`src/rtl/spi_xfer_seq_if.sv`:
```
// rtl/spi_xfer_seq_if.sv - transmit/receive byte streams and byte-engine handshake for spi_xfer_seq
interface spi_xfer_seq_if;
  logic [7:0] tx_data;
  logic       tx_valid;
  logic       tx_ready;
  logic [7:0] rx_data;
  logic       rx_valid;
  logic       rx_ready;
  logic       eng_go;
  logic [7:0] eng_datai;
  logic [7:0] eng_datao;
  logic       eng_done;
  logic       eng_busy;

  modport master (
    input  tx_data, tx_valid, rx_ready, eng_datao, eng_done, eng_busy,
    output tx_ready, rx_data, rx_valid, eng_go, eng_datai
  );

  modport slave (
    output tx_data, tx_valid, rx_ready, eng_datao, eng_done, eng_busy,
    input  tx_ready, rx_data, rx_valid, eng_go, eng_datai
  );
endinterface

```
`src/rtl/spi_xfer_seq.sv`:
```
// rtl/spi_xfer_seq.sv - multi-byte SPI transaction sequencer driving an 8-bit byte engine
module spi_xfer_seq #(
  parameter int LEN_W    = 5,
  parameter int CS_SETUP = 2,
  parameter int CS_HOLD  = 2
) (
  input  logic             PCLK,
  input  logic             PRESETn,
  input  logic             start,
  input  logic [LEN_W-1:0] nbytes,
  input  logic             abort,
  output logic             busy,
  output logic             done,
  output logic             aborted,
  output logic             SSn,
  spi_xfer_seq_if.master   bus
);

  localparam int DLY_W = 8;

  typedef enum logic [2:0] {IDLE, SETUP, LOAD, SHIFT, RXPUSH, HOLD, FIN} state_t;

  state_t           state;
  logic [LEN_W-1:0] cnt;
  logic [DLY_W-1:0] dly;
  logic             abort_lat;
  logic             eng_go_q;
  logic [7:0]       eng_datai_q;
  logic [7:0]       rx_data_q;
  logic             rx_valid_q;

  assign bus.eng_go    = eng_go_q;
  assign bus.eng_datai = eng_datai_q;
  assign bus.rx_data   = rx_data_q;
  assign bus.rx_valid  = rx_valid_q;
  // A byte is only offered to the engine once it is idle and no abort is pending.
  assign bus.tx_ready  = (state == LOAD) && !bus.eng_busy && !abort;

  always_ff @(posedge PCLK or negedge PRESETn) begin
    if (!PRESETn) begin
      state       <= IDLE;
      cnt         <= '0;
      dly         <= '0;
      abort_lat   <= 1'b0;
      eng_go_q    <= 1'b0;
      eng_datai_q <= 8'h00;
      rx_data_q   <= 8'h00;
      rx_valid_q  <= 1'b0;
      SSn         <= 1'b1;
      busy        <= 1'b0;
      done        <= 1'b0;
      aborted     <= 1'b0;
    end else begin
      eng_go_q <= 1'b0;
      case (state)
        IDLE: begin
          if (start) begin
            if (nbytes != '0) begin
              cnt   <= nbytes;
              dly   <= DLY_W'(CS_SETUP);
              SSn   <= 1'b0;
              busy  <= 1'b1;
              state <= SETUP;
            end else begin
              done  <= 1'b1;
              state <= FIN;
            end
          end
        end
        SETUP: begin
          if (abort) begin
            abort_lat <= 1'b1;
            dly       <= DLY_W'(CS_HOLD);
            state     <= HOLD;
          end else if (dly <= DLY_W'(1)) begin
            state <= LOAD;
          end else begin
            dly <= dly - DLY_W'(1);
          end
        end
        LOAD: begin
          if (abort) begin
            abort_lat <= 1'b1;
            dly       <= DLY_W'(CS_HOLD);
            state     <= HOLD;
          end else if (bus.tx_valid && bus.tx_ready) begin
            eng_datai_q <= bus.tx_data;
            eng_go_q    <= 1'b1;
            state       <= SHIFT;
          end
        end
        SHIFT: begin
          // An abort here cannot stop the engine mid-byte; remember it and drop the byte.
          if (bus.eng_done) begin
            if (abort_lat || abort) begin
              abort_lat <= 1'b1;
              dly       <= DLY_W'(CS_HOLD);
              state     <= HOLD;
            end else begin
              rx_data_q  <= bus.eng_datao;
              rx_valid_q <= 1'b1;
              state      <= RXPUSH;
            end
          end else if (abort) begin
            abort_lat <= 1'b1;
          end
        end
        RXPUSH: begin
          if (abort) begin
            rx_valid_q <= 1'b0;
            abort_lat  <= 1'b1;
            dly        <= DLY_W'(CS_HOLD);
            state      <= HOLD;
          end else if (bus.rx_ready) begin
            rx_valid_q <= 1'b0;
            cnt        <= cnt - LEN_W'(1);
            if (cnt == LEN_W'(1)) begin
              dly   <= DLY_W'(CS_HOLD);
              state <= HOLD;
            end else begin
              state <= LOAD;
            end
          end
        end
        HOLD: begin
          if (dly <= DLY_W'(1)) begin
            SSn     <= 1'b1;
            busy    <= 1'b0;
            done    <= 1'b1;
            aborted <= abort_lat;
            state   <= FIN;
          end else begin
            dly <= dly - DLY_W'(1);
          end
        end
        FIN: begin
          done      <= 1'b0;
          aborted   <= 1'b0;
          abort_lat <= 1'b0;
          state     <= IDLE;
        end
        default: state <= IDLE;
      endcase
    end
  end

endmodule

```
`src/flat_wrapper.sv`:
```
// flat-port wrapper written by rule: the top's interface ports become plain ports
module spi_xfer_seq_flat 
#(
  parameter int LEN_W    = 5,
  parameter int CS_SETUP = 2,
  parameter int CS_HOLD  = 2
)
  (PCLK, PRESETn, start, nbytes, abort, busy, done, aborted, SSn, bus_tx_data, bus_tx_valid, bus_rx_ready, bus_eng_datao, bus_eng_done, bus_eng_busy, bus_tx_ready, bus_rx_data, bus_rx_valid, bus_eng_go, bus_eng_datai);
  spi_xfer_seq_if bus_i ();
  input  logic PCLK;
  input  logic PRESETn;
  input  logic start;
  input  logic [LEN_W-1:0] nbytes;
  input  logic abort;
  output logic busy;
  output logic done;
  output logic aborted;
  output logic SSn;
  input wire logic [$bits(bus_i.tx_data)-1:0] bus_tx_data;
  input wire logic [$bits(bus_i.tx_valid)-1:0] bus_tx_valid;
  input wire logic [$bits(bus_i.rx_ready)-1:0] bus_rx_ready;
  input wire logic [$bits(bus_i.eng_datao)-1:0] bus_eng_datao;
  input wire logic [$bits(bus_i.eng_done)-1:0] bus_eng_done;
  input wire logic [$bits(bus_i.eng_busy)-1:0] bus_eng_busy;
  output wire logic [$bits(bus_i.tx_ready)-1:0] bus_tx_ready;
  output wire logic [$bits(bus_i.rx_data)-1:0] bus_rx_data;
  output wire logic [$bits(bus_i.rx_valid)-1:0] bus_rx_valid;
  output wire logic [$bits(bus_i.eng_go)-1:0] bus_eng_go;
  output wire logic [$bits(bus_i.eng_datai)-1:0] bus_eng_datai;
  assign bus_i.tx_data = bus_tx_data;
  assign bus_i.tx_valid = bus_tx_valid;
  assign bus_i.rx_ready = bus_rx_ready;
  assign bus_i.eng_datao = bus_eng_datao;
  assign bus_i.eng_done = bus_eng_done;
  assign bus_i.eng_busy = bus_eng_busy;
  assign bus_tx_ready = bus_i.tx_ready;
  assign bus_rx_data = bus_i.rx_data;
  assign bus_rx_valid = bus_i.rx_valid;
  assign bus_eng_go = bus_i.eng_go;
  assign bus_eng_datai = bus_i.eng_datai;
  spi_xfer_seq #(.LEN_W(LEN_W), .CS_SETUP(CS_SETUP), .CS_HOLD(CS_HOLD)) u_core (.PCLK(PCLK), .PRESETn(PRESETn), .start(start), .nbytes(nbytes), .abort(abort), .busy(busy), .done(done), .aborted(aborted), .SSn(SSn), .bus(bus_i));
endmodule
```
`config.mk`:
```
export PLATFORM = sky130hd
export DESIGN_NAME = spi_xfer_seq_flat
export DESIGN_NICKNAME = d
export VERILOG_FILES = /design/src/rtl/spi_xfer_seq_if.sv /design/src/rtl/spi_xfer_seq.sv /design/src/flat_wrapper.sv
export SDC_FILE = /design/constraint.sdc
export NUM_CORES = 1
export LEC_CHECK = 0
export ABC_AREA = 1
export BUFFER_PORTS_ARGS = -buffer_cell sky130_fd_sc_hd__buf_2
export CORE_MARGIN = 2
export CORE_UTILIZATION = 30
export DETAILED_ROUTE_END_ITERATION = 12
export SLEW_MARGIN = 10
export SYNTH_ARGS = -nofsm -noshare
export SYNTH_HDL_FRONTEND = slang
export SYNTH_SLANG_ARGS = --single-unit
```
`constraint.sdc`:
```
create_clock -name PCLK -period 4.5 [get_ports PCLK]
set_input_delay 0.675 -clock PCLK [delete_from_list [all_inputs] [get_ports PCLK]]
set_output_delay 0.675 -clock PCLK [all_outputs]
set_load 0.005 [all_outputs]
```
Word level (Yosys, flattened, before mapping)
Cells that the tools add are included.
Storage, ports and cells
  bits in registers: 39
  bits in latches: 0
  RAM bits: 0
  ROM bits: 0
  input bits: 29
  output and inout port bits: 23
  word-level logic and storage cells: 119
  memories kept: 0
Operators by class
  $add $sub $neg: 2
  multipliers: 0
  div/mod/pow operators: 0
  order comparisons: 1
  eq/ne operators: 22
  shifts and indexed selects: 0
  mux-type cells: 54
  bitwise gates (word level): 2
  reduce and logical (&&, ||, !) cells: 26
Operators by type and width (count)
  $mux W8: 10
  $pmux W8 S6: 1
  $mux W3: 11
  $mux W1: 20
  $mux W5: 4
  $pmux W3 S6: 1
  $ne A2 B2 Y1 const B: 7
  $reduce_and A4 Y1: 3
  $pmux W5 S2: 1
  $eq A3 B3 Y1 const B: 3
  $ne A3 B2 Y1 const B: 3
  $le A8 B1 Y1 const B: 1
  $pmux W1 S2: 4
  $reduce_and A8 Y1: 1
  $reduce_bool A2 Y1: 4
  $sub A8 B1 Y8 const B: 1
  $eq A3 B2 Y1 const B: 2
  $ne A2 B1 Y1 const B: 3
  $ne A3 B3 Y1 const B: 2
  $pmux W1 S3: 2
  $reduce_and A3 Y1: 2
  $reduce_and A6 Y1: 1
  $reduce_bool A3 Y1: 2
  $reduce_bool A6 Y1: 1
  other kinds (12): 17

Longest topological paths before layout
  depth after elaboration: 7
  gate-level depth with buffers: 11

Worst setup path before layout
Ideal clock, no wire load.
  path type: input to output
  start: input abort
  end: output bus_tx_ready
  arrival time: 1.110 ns
  slack: 2.715 ns
  cell stages on the path: 3
  buffers on the path: 0
  path through: inv_1 nand3_2 nor2_4
Between the ends
  longest elaborated chain between the ends: 2
RTL lines
  start: declaration: line flat_wrapper.sv:14  | input logic abort;
  $logic_not A1 Y1: line spi_xfer_seq.sv:37  | assign bus.tx_ready = (state == LOAD) && !bus.eng_busy && !abort;
  $logic_and A1 B1 Y1: line spi_xfer_seq.sv:37
  end: declaration: line flat_wrapper.sv:25  | output wire logic [$bits(bus_i.tx_ready)-1:0] bus_tx_ready;
No other way between the ends.

Worst setup path after layout
  start: register u_core.state[2]
  end: output bus_tx_ready
Between the ends
  longest elaborated chain between the ends: 3
RTL lines
  start: declaration: line spi_xfer_seq.sv:23  | state_t state;
  start signal: assignment: line spi_xfer_seq.sv:41  | state <= IDLE;
  start signal: assignment: line spi_xfer_seq.sv:63  | state <= SETUP;
  start signal: assignment: line spi_xfer_seq.sv:66  | state <= FIN;
  $eq A3 B2 Y1: line spi_xfer_seq.sv:37
  $logic_and A1 B1 Y1 (2 in a row): line spi_xfer_seq.sv:37
No other way between the ends.

==> flow_summary.yaml <==
die:
  die_y_um: 90.4
  ios: 52
  die_x_um: 90.4
  core_area_um2: 7250
  die_area_um2: 8170
  initial_utilization: 0.309
  rows: 31
setup_path:
  crit_type: "reg2out"
  cp-end-kind: "output port"
  critical_path_required_ns: 3.83
  r2r_setup_slack_ns: 2.75
  crit_fanout: 12
  worstPathArrival_ns: 1.55
  worst_setup_path_start_kind: "flop"
detailed_routing:
  vias: 2013
  wire_per_inst_um: 11.4
  drcViolationCount: 0
  drt_wl_total_um: 5120
  drt_iter0_drc: 132
  vias_per_cell: 4.46
  ant_nets: 0
  firstDrtPassIters: 4
pwr:
  p_total_uw: 1670
  cellLeakagePower_uw: 0.00148
  powerDensity_nw_per_um2: 620
  ir_worst_vdd_mv: 0.198
placement:
  placedCellCount: 443
  io_buffers: 51
  dp_hpwl_um: 3950
  dpl_cell_area_um2: 2600
  place_congestion: 0.849
final_layout:
  antennaDiodeCount: 0
  fin_nets: 384
  final_area_um2: 2690
  syn_to_final_growth_pct: 20.2
  regArea_um2: 977
  finalNonFillerCells: 451
  fillers: 789
  drive_above_1_share: 0.259
  multi_input_area_um2: 1110
sta:
  layout_min_cycle_time_ns: 2.22
  relSlewSlack: 0.420
  slew_violations: 0
  final.setup.tns_ns: 0
  rsz0062_at_grt: "no"
  tightestPinTransition_ns: 0.871
  clock_skew_ns: 0.00481
  setup_viol: 0
  holdWs_ns: 0.473
  min_period_over_period: 0.493
  final-hold-violation-count: 0
  fmax_mhz: 450
synth:
  ys_seq_area_frac: 0.437
  synth_warnings: 0
  syn_avg_cell_area_um2: 7.59
  synth_cell_types: 32
  netlist_instances: 295
  syn_nets: 328
  ys_ff_latch: 39
  syn_area_um2: 2240
  synth-edff-count: 0
  async_flop_share: 1.00
  yosys_most_used_dff: "dfrtp_1"
clocking:
  clk_pin_slew_ns: 0.08
  post_cts_buffers: 0
  clock-sinks: 39
  clock_path_buffers: 2
  numCtsBuffers: 5
  clk-insertion-delay-late_ns: 0.30
  htree_levels: 2
  cts_tree: "yes"
  cts_resized: 0
  cts_root_buffer: "clkbuf_8"
  postCtsHoldBufs: 0
flow_run:
  drv_cap: 0
worst_hold_path:
  min_path_type: "reg2reg"
global_routing:
  grt_max_degree: 40
  grt_pass1_wl_um: 9170
  grt_use_total: 0.138
  grt_antenna_before_repair: 0
  grt.overflow.total: 0
  grt_pass1_vias: 1938
outcome:
  outcome: "finished clean"
## layout by cell type (no fill, tap or decap), types with 5 or more instances in the layout
master / instances
buf_2: 51
clkbuf_8: 5
dfrtp_1: 38
inv_1: 24
inv_2: 5
nand2_1: 109
nand2_2: 6
nand3_1: 11
nand4_1: 7
nor2_1: 22
nor2_2: 6
o21ai_0: 14
o21ai_1: 13
## layout make-up
type / count / area share
clock buffers: 5 / 0.0256
clock inverters: 3 / 0.00744
repair buffers: 51 / 0.0948
flip-flops and latches: 39 / 0.363
well taps: 99 / 0.0460
multi-input cells: 221 / 0.413
inverters: 33 / 0.0497
## synthesized netlist by cell type (all sizes together) (2+ instances only)
cell    count  share of area
a21oi       4         0.0089
nand3      15          0.046
o211ai      2         0.0067
xor2        4          0.016
nor3        4         0.0089
nand4       7          0.020
clkinv      2         0.0056
o21ai      27          0.060
inv        31          0.054
nor2       31          0.073
nand2     117           0.21
buf         2         0.0067
dfrtp      38           0.42
ha          4          0.022
## metrics by stage
stage	util	setup slack (ns)
6_report	0.371	2.28
5_1_grt	0.371	2.15
4_1_cts	0.371	2.26
3_5_place_dp	0.359	2.36
3_3_place_gp	0.359	2.38
2_1_floorplan	-	2.72
## critical path, cell delays in order, from the launching register on
cell and delay, ns:
dfrtp_1 0.57, nor2_2 0.27, nand3_2 0.14, nor2_4 0.13, buf_2 0.13
## path summary, 6_finish.rpt
kind,cells after the start,startpoint,to
max reg2reg,9,u_core.dly[0],u_core.state[2]
min in group asynchronous,1,PRESETn,u_core.cnt[1]
min,2,u_core.bus.rx_data[5],u_core.bus.rx_data[5]
max in group asynchronous,1,PRESETn,u_core.dly[3]
max,4,u_core.state[2],bus_tx_ready
min reg2reg,2,u_core.bus.rx_data[5],u_core.bus.rx_data[5]
## flip-flops by register name, summed over array words and instances (netlist names)
name / cells
u_core.bus.eng_datai: 8
u_core.bus.rx_data: 8
u_core.dly: 8
u_core.cnt: 5
u_core.state: 3
u_core.SSn: 1
u_core.abort_lat: 1
u_core.aborted: 1
u_core.bus.eng_go: 1
u_core.bus.rx_valid: 1
u_core.busy: 1
u_core.done: 1
## report_power, final
part           internal, uW  leakage, uW  switching [uW]
logic                   314     0.000936             514
registers               487     0.000500             112
clock network           108    0.0000402             132
## metal layers
metal	global-route usage	share of wire
met1	0.188	0.50
met2	0.219	0.44
met3	0.0225	0.037
met4	0.0538	0.019
met5	0	0
## cells by family (layout without fill, tap and decap cells)
kind of cell / after synthesis / count (layout) / synth area share
AO/OA/AOI/OAI: 36 / 36 / 0.0911
XOR/XNOR: 5 / 5 / 0.0196
adder cells (fa/ha/maj): 4 / 4 / 0.0224
buffers and inverters: 35 / 92 / 0.0665
flip-flops: 39 / 39 / 0.437
AND/OR/NAND/NOR: 176 / 176 / 0.364
No activity file was read; power rests on OpenSTA's default activity.
